--- src/rtl/iomem_timer.sv ---
// iomem_timer: iomem-bus prescaled 32-bit timer/compare; capture input enabled by IOTIMER_CAPTURE_EN
module iomem_timer #(
  parameter logic [31:0] BASE_ADDR      = 32'h0300_0000,
  parameter logic [15:0] RESET_PRESCALE = 16'd0
) (
  input  logic        clk,
  input  logic        resetn,
  input  logic        iomem_valid,
  output logic        iomem_ready,
  input  logic [3:0]  iomem_wstrb,
  input  logic [31:0] iomem_addr,
  input  logic [31:0] iomem_wdata,
  output logic [31:0] iomem_rdata,
  input  logic        cap_in,
  output logic        irq
);
  logic        ready_q, ready_d, irq_q, irq_d;
  logic [31:0] rdata_q, rdata_d, count_q, count_d, cmp_q, cmp_d, capt_q, capt_d, rd_val;
  logic [2:0]  ctrl_q, ctrl_d, stat_q, stat_d, w1c;
  logic [15:0] presc_q, presc_d, pc_q, pc_d;
  logic [5:0]  off;
  logic        acc, wr, w_ctrl, w_presc, w_count, w_cmp, w_stat;
  logic        tick, hit, ovf, cap_evt, unused_addr;

  function automatic logic [31:0] bw(input logic [31:0] o, input logic [31:0] n, input logic [3:0] s);
    logic [31:0] r;
    for (int i = 0; i < 4; i++) r[8*i +: 8] = s[i] ? n[8*i +: 8] : o[8*i +: 8];
    return r;
  endfunction

  assign unused_addr = ^iomem_addr[1:0];
  assign off     = iomem_addr[7:2];
  assign acc     = iomem_valid && iomem_addr[31:8] == BASE_ADDR[31:8] && !ready_q;
  assign wr      = acc && |iomem_wstrb;
  assign w_ctrl  = wr && off == 6'h00 && iomem_wstrb[0];
  assign w_presc = wr && off == 6'h01;
  assign w_count = wr && off == 6'h02;
  assign w_cmp   = wr && off == 6'h03;
  assign w_stat  = wr && off == 6'h04 && iomem_wstrb[0];

`ifdef IOTIMER_CAPTURE_EN
  logic [2:0] sync_q, sync_d;
  // two synchronizer stages plus one history stage for rising-edge detection
  always_comb sync_d = {sync_q[1:0], cap_in};
  always_ff @(posedge clk or negedge resetn)
    if (!resetn) sync_q <= '0;
    else sync_q <= sync_d;
  assign cap_evt = sync_q[1] && !sync_q[2];
`else
  logic unused_cap;
  assign unused_cap = cap_in;
  assign cap_evt = 1'b0;
`endif

  // timer datapath: prescaler tick, compare/overflow, software writes win over hardware updates
  always_comb begin
    tick    = ctrl_q[0] && pc_q == presc_q;
    hit     = tick && count_q == cmp_q;
    ovf     = tick && !hit && &count_q;
    pc_d    = (!ctrl_q[0] || tick || w_ctrl || w_presc || w_count) ? 16'd0 : pc_q + 16'd1;
    ctrl_d  = w_ctrl ? iomem_wdata[2:0] : (hit && !ctrl_q[1]) ? {ctrl_q[2:1], 1'b0} : ctrl_q;
    presc_d = w_presc ? {iomem_wstrb[1] ? iomem_wdata[15:8] : presc_q[15:8],
                         iomem_wstrb[0] ? iomem_wdata[7:0]  : presc_q[7:0]} : presc_q;
    count_d = w_count ? bw(count_q, iomem_wdata, iomem_wstrb) :
              hit     ? (ctrl_q[1] ? 32'd0 : count_q) :
              tick    ? count_q + 32'd1 : count_q;
    cmp_d   = w_cmp ? bw(cmp_q, iomem_wdata, iomem_wstrb) : cmp_q;
    w1c     = w_stat ? iomem_wdata[2:0] : 3'd0;
    stat_d  = (stat_q & ~w1c) | {cap_evt, ovf, hit};
    capt_d  = cap_evt ? count_q : capt_q;
    irq_d   = ctrl_q[2] && stat_q[0];
  end

  // read mux sampled on the accept edge; rdata is zero whenever ready is low
  always_comb begin
    rd_val  = off == 6'h00 ? {29'd0, ctrl_q} :
              off == 6'h01 ? {16'd0, presc_q} :
              off == 6'h02 ? count_q :
              off == 6'h03 ? cmp_q :
              off == 6'h04 ? {29'd0, stat_q} :
              off == 6'h05 ? capt_q : 32'd0;
    rdata_d = acc ? rd_val : 32'd0;
    ready_d = acc;
  end

  // state registers
  always_ff @(posedge clk or negedge resetn)
    if (!resetn) begin
      ready_q <= 1'b0;
      rdata_q <= '0;
      irq_q   <= 1'b0;
      ctrl_q  <= '0;
      presc_q <= RESET_PRESCALE;
      count_q <= '0;
      cmp_q   <= '0;
      stat_q  <= '0;
      capt_q  <= '0;
      pc_q    <= '0;
    end else begin
      ready_q <= ready_d;
      rdata_q <= rdata_d;
      irq_q   <= irq_d;
      ctrl_q  <= ctrl_d;
      presc_q <= presc_d;
      count_q <= count_d;
      cmp_q   <= cmp_d;
      stat_q  <= stat_d;
      capt_q  <= capt_d;
      pc_q    <= pc_d;
    end

  assign iomem_ready = ready_q;
  assign iomem_rdata = rdata_q;
  assign irq         = irq_q;
endmodule

--- config.mk ---
export PLATFORM = sky130hd
export DESIGN_NAME = iomem_timer
export DESIGN_NICKNAME = d
export VERILOG_FILES = /design/src/rtl/iomem_timer.sv
export SDC_FILE = /design/constraint.sdc
export NUM_CORES = 1
export LEC_CHECK = 0
export CORE_ASPECT_RATIO = 1.5
export CORE_MARGIN = 2
export CORE_UTILIZATION = 30
export DETAILED_ROUTE_END_ITERATION = 16
export HOLD_SLACK_MARGIN = 0.06
export SLEW_MARGIN = 20
export SYNTH_ARGS = -nofsm -noshare
export SYNTH_HDL_FRONTEND = slang
export SYNTH_SLANG_ARGS = --single-unit
--- constraint.sdc ---
create_clock -name clk -period 3.65 [get_ports clk]
set_input_delay 1.095 -clock clk [delete_from_list [all_inputs] [get_ports clk]]
set_output_delay 1.095 -clock clk [all_outputs]
set_load 0.005 [all_outputs]
### After elaboration in Yosys (flattened, before gate mapping)

Index checks and enable logic that the tools add are counted.

| storage, ports and cells | value |
|---|---|
| bits in registers | 136 |
| logic and storage cells | 91 |

| operators by class | value |
|---|---|
| add/subtract/negate cells | 2 |
| equal/unequal tests | 12 |
| mux-type cells | 18 |
| bitwise logic cells | 3 |
| reductions and logical operators | 39 |

Operator list:

| cell | count |
|---|---|
| $mux 32 | 9 |
| $add 32x1->32 const B | 1 |
| $eq 32x32->1 | 1 |
| $mux 8 | 4 |
| $reduce_and 32->1 | 1 |
| $eq 24x18->1 const B | 1 |
| $add 16x1->16 const B | 1 |
| $eq 16x16->1 | 1 |
| $logic_and 1x1->1 | 16 |
| $mux 16 | 1 |
| $eq 6x2->1 const B | 2 |
| $reduce_and 2->1 | 6 |
| $reduce_and 3->1 | 4 |
| $mux 3 | 3 |
| $ne 2x2->1 const B | 4 |
| $eq 6x1->1 const B | 1 |
| $eq 6x3->1 const B | 1 |
| $logic_not 6->1 | 1 |
| $logic_not 1->1 | 4 |
| $logic_or 1x1->1 | 4 |
| $reduce_or 4->1 | 1 |
| $and 3x3->3 | 1 |
| $ne 3x3->1 const B | 1 |
| $not 3->3 | 1 |
| other kinds (4) | 4 |

### Depth between registers and ports, before layout

| depth | value |
|---|---|
| depth after elaboration | 10 |
| gate-level depth with buffers | 9 |
| depth with buffers taken out | 8 |

### Worst setup path before layout

No wires, ideal clock.

| timing path | value |
|---|---|
| path type | input port to flip-flop |
| start | in iomem_addr[7] |
| end | reg count_q[2] |
| arrival | 3.093 ns |
| required time | 3.529 ns |
| path slack | 0.436 ns |
| stages on the path | 8 |
| path buffers | 2 |
| cell sequence | or3_4 > nor3b_4 > nand3_4 > or3_1 > buf_4 > mux2_4 > buf_6 > a22o_1 |

| between the ends | value |
|---|---|
| word-level cells in the longest chain between the ends | 4 |
| elaborated cells between the ends (all ways) | 7 |

RTL lines:

| item | line | RTL |
|---|---|---|
| start, declared | 11 | `input logic [31:0] iomem_addr,` |
| $eq 6x2->1 * | 37 | `assign w_count = wr && off == 6'h02;` |
| $logic_and 1x1->1 * | 37 |  |
| $ne 3x3->1 (no line) (tied with other cells) | -- |  |
| $reduce_and 3->1 (no line) | -- |  |
| end signal, assigned | 105 | `count_q <= count_d;` |
| end, declared | 18 | `logic [31:0] rdata_q, rdata_d, count_q, count_d, cmp_q, cmp_d, capt_q, capt_d, rd_val;` |

Mark *: on every way between the ends. The rest lies on a longest branch, timed or not.
A chain may end at the register's enable or synchronous reset.

### Worst setup path in the final report

| timing path | value |
|---|---|
| start | in iomem_addr[9] |
| end | reg count_q[27] |

| between the ends | value |
|---|---|
| word-level cells in the longest chain between the ends | 7 |
| elaborated cells between the ends (all ways) | 10 |

RTL lines:

| item | line | RTL |
|---|---|---|
| $eq 24x18->1 * | 33 | `assign acc = iomem_valid && iomem_addr[31:8] == BASE_ADDR[31:8] && !ready_q;` |
| $logic_and 1x1->1 * (2 in series) | 33 |  |
| $logic_and 1x1->1 * | 34 | `assign wr = acc && \|iomem_wstrb;` |
| $logic_and 1x1->1 * | 37 |  |
| $ne 3x3->1 (no line) (tied with other cells) | -- |  |
| $reduce_and 3->1 (no line) | -- |  |

Marks and branches as above.

==> flow_summary_export.csv <==
group,metric,value,unit
run_status,status,"completed",
worst_setup_path,required,3.95,ns
timing,setup_tns,0,ns
drt,ant_nets,0,
timing,finalSetupViolations,0,
layout,area_delta_synth_final,30.8,%
global_routing,grt_pass1_vias,6109,
layout,antennaDiodeCount,0,
global_routing,grt_overflow,0,
timing,fmax,314,MHz
global_routing,grt_pass1_wl,33700,um
clock_network,postCtsHoldBufs,0,
floorplan,io_pins,106,
clock_network,cts-root-buf,"clkbuf_16",
floorplan,start_util,30.5,%
layout,fin_nets,923,
yosys,synth.area.top_cells,"dfrtp_1 47%, mux2_2 7.8%, xor2_1 6.7%",
yosys,synthCells,723,
worst_setup_path,cp-endpoint,"count_q[27]",
worst_setup_path,critPathKind,"input pin to flop",
timing,rsz0062_at_grt,"false",
power,finalPower,3.43,mW
power,leakage,4.25,nW
worst_setup_path,critPathLaunchType,"input pin",
clock_network,cts_buffer_depth,2,
worst_setup_path,timing.rr.start,"count_q[11]",
drt,firstDrtPassIters,5,
flow_run,drv_cap,0,
floorplan,die_area,25400,sq um
global_routing,grt_usage,17.4,%
worst_setup_path,rr_worst_depth,9,
yosys,synth-seq-cells,136,
clock_network,cts_max_level,4,
yosys,ys_async_sr_fraction,100,%
layout,fillers,2356,
drt,drc,0,
timing,finalCritPeriodShare,87.3,%
timing,holdWs,0.488,ns
power,ir_drop,0.000303,V
power,p_per_area,362,nW/um^2
floorplan,rows,69,
yosys,yosysTopAreaCell,"dfrtp_1",
floorplan,die_h,194,um
drt,dr.first_iter.drc_count,431,
worst_setup_path,crit_arrival,3.49,ns
drt,dr_total_vias,6019,
timing,fin_worst_skew,0.00971,ns
worst_setup_path,crit_fanout,16,
global_routing,antenna_found_initial,0,
clock_network,clkSinkCount,136,
worst_setup_path,worst-r2r-setup-slack,0.77,ns
floorplan,die_w,131,um
yosys,yosysUniqueCellTypes,57,
clock_network,cts_tree,"yes",
drt,vias_per_cell,5.10,
yosys,avgSynthCellArea,10.0,sq um
yosys,synth-edff-count,0,
layout,drive_above_1_share,15.3,%
layout,design_area,9470,sq um
place,place_area,8880,sq um
worst_setup_path,r2r_end,"count_q[20]",
yosys,syn-cell-area,7240,sq um
yosys,yosysWarnings,0,
yosys,syn-num-nets,797,
yosys,synth_ff_type,"dfrtp_1",
timing,tightest_slew,0.802,ns
drt,routed_wl,21300,um
clock_network,ctsResizeCount,0,
worst_setup_path,critical_path.startpoint,"iomem_addr[9]",
clock_network,numCtsBuffers,17,
clock_network,clk-insertion-delay-late,0.42,ns
floorplan,core,23700,sq um
clock_network,clk_pin_slew,0.06,ns
global_routing,grt_max_degree,71,
clock_network,post_cts_buffers,0,
place,port_buffers,102,
place,dpl.hpwl,15900,um
timing,period_needed,3.19,ns
hold_path,hold_class,"flop to flop",
timing,slew_headroom,46.0,%
place,place_congestion,0.860,
layout,final_core_util,39.9,%
yosys,ys_seq_area_share,47.0,%
timing,hold_viol,0,
drt,wire_per_inst,18.0,um
worst_setup_path,worstSetupEndpointType,"flop",
yosys,yosysTopAreaCellShare,47.0,%
timing,finalMaxSlewViolations,0,
[flip-flops by register name, indices dropped and copies added (netlist names)]
name / cells
cmp_q: 32
count_q: 32
iomem_rdata: 32
pc_q: 16
presc_q: 16
ctrl_q: 3
stat_q: 3
iomem_ready: 1
irq: 1
[synth_stat cells (4+ instances only)]
library cell / n
o21ai_0: 25
nand3_1: 26
mux2i_1: 16
o22ai_1: 13
nor3b_1: 4
a21oi_1: 36
o21ai_1: 10
xnor2_1: 7
nand2_1: 45
a22oi_1: 9
nand2b_1: 11
nand4_1: 9
clkbuf_1: 25
mux2_2: 50
buf_4: 4
and4_1: 7
nor3_1: 14
xor2_1: 55
dfrtp_1: 136
a22o_1: 21
a32oi_1: 8
nor4_1: 28
and3_1: 14
nor2_1: 82
inv_1: 20
[cells in the final DEF, fill, tap and decap left out, types with 14 or more instances in the layout]
cell               n
inv_1             20
and3_1            14
nand3_1           26
nor3_1            14
dfrtp_1          136
buf_4             32
a21oi_1           36
xor2_1            55
clkbuf_16         17
mux2i_1           16
mux2_2            50
nor2_1            82
o21ai_0           25
nand2_1           45
nor4_1            27
clkdlybuf4s50_1  100
a22o_1            21
[worst min-delay path by stage]
stage	start	end	cells after the start
after floorplan	stat_q[1]	stat_q[1]	1
after global placement	stat_q[1]	stat_q[1]	1
after detailed placement	stat_q[1]	stat_q[1]	1
after CTS	stat_q[1]	stat_q[1]	1
after global routing	stat_q[1]	stat_q[1]	1
final	stat_q[1]	stat_q[1]	1
[per-stage QoR]
step / setup slack (ns) / std cells
after detailed placement: 0.0173 / 1149
after global routing: 0.326 / 1181
after CTS: 0.479 / 1181
after global placement: 0.0578 / 1149
after floorplan: 0.436 / 723
final: 0.462 / 1181
[critical path: stages]
cell and delay, ns:
clkdlybuf4s50_1 0.39, nor4_1 0.41, and4_1 0.31, nand3_4 0.08, or3_1 0.35, buf_4 0.20, mux2i_4 0.20, buf_12 0.17
o21ai_0 0.17, o21ai_0 0.10
[per-layer routing]
layer / wire [um] / GRT usage [%] / share of wire, %
met1: 8600 / 21.0 / 40
met2: 11000 / 29.5 / 52
met3: 842 / 3.12 / 4.0
met4: 824 / 8.55 / 3.9
met5: 0 / 0 / 0
[power breakdown]
group	switching (mW)	internal, mW	total, mW
registers	0.00179	1.51	1.51
clock network	0.721	1.02	1.74
logic	0.0891	0.0876	0.177
total	0.811	2.62	3.43
[final cells by class]
cell class,instances,area [sq um],share of cell area [%]
flip-flops and latches,136,3400,35.9
clock inverters,15,166,1.76
repair buffers,140,1380,14.5
multi-input cells,534,3630,38.3
inverters,20,75.1,0.792
well taps,319,399,4.21
clock buffers,17,425,4.49
[cells by family (layout without fill, tap and decap cells)]
| kind of cell | Yosys count | in the layout | share of synthesized area (%) |
|---|---|---|---|
| AND/OR/NAND/NOR | 257 | 257 | 18.0 |
| buffers and inverters | 53 | 192 | 3.08 |
| adder cells (fa/ha/maj) | 2 | 2 | 0.346 |
| multiplexers | 70 | 70 | 11.1 |
| flip-flops | 136 | 136 | 47.0 |
| XOR/XNOR | 62 | 62 | 7.50 |
| AO/OA/AOI/OAI | 143 | 143 | 12.9 |
Note: power is estimated with default switching activity, not from simulation.
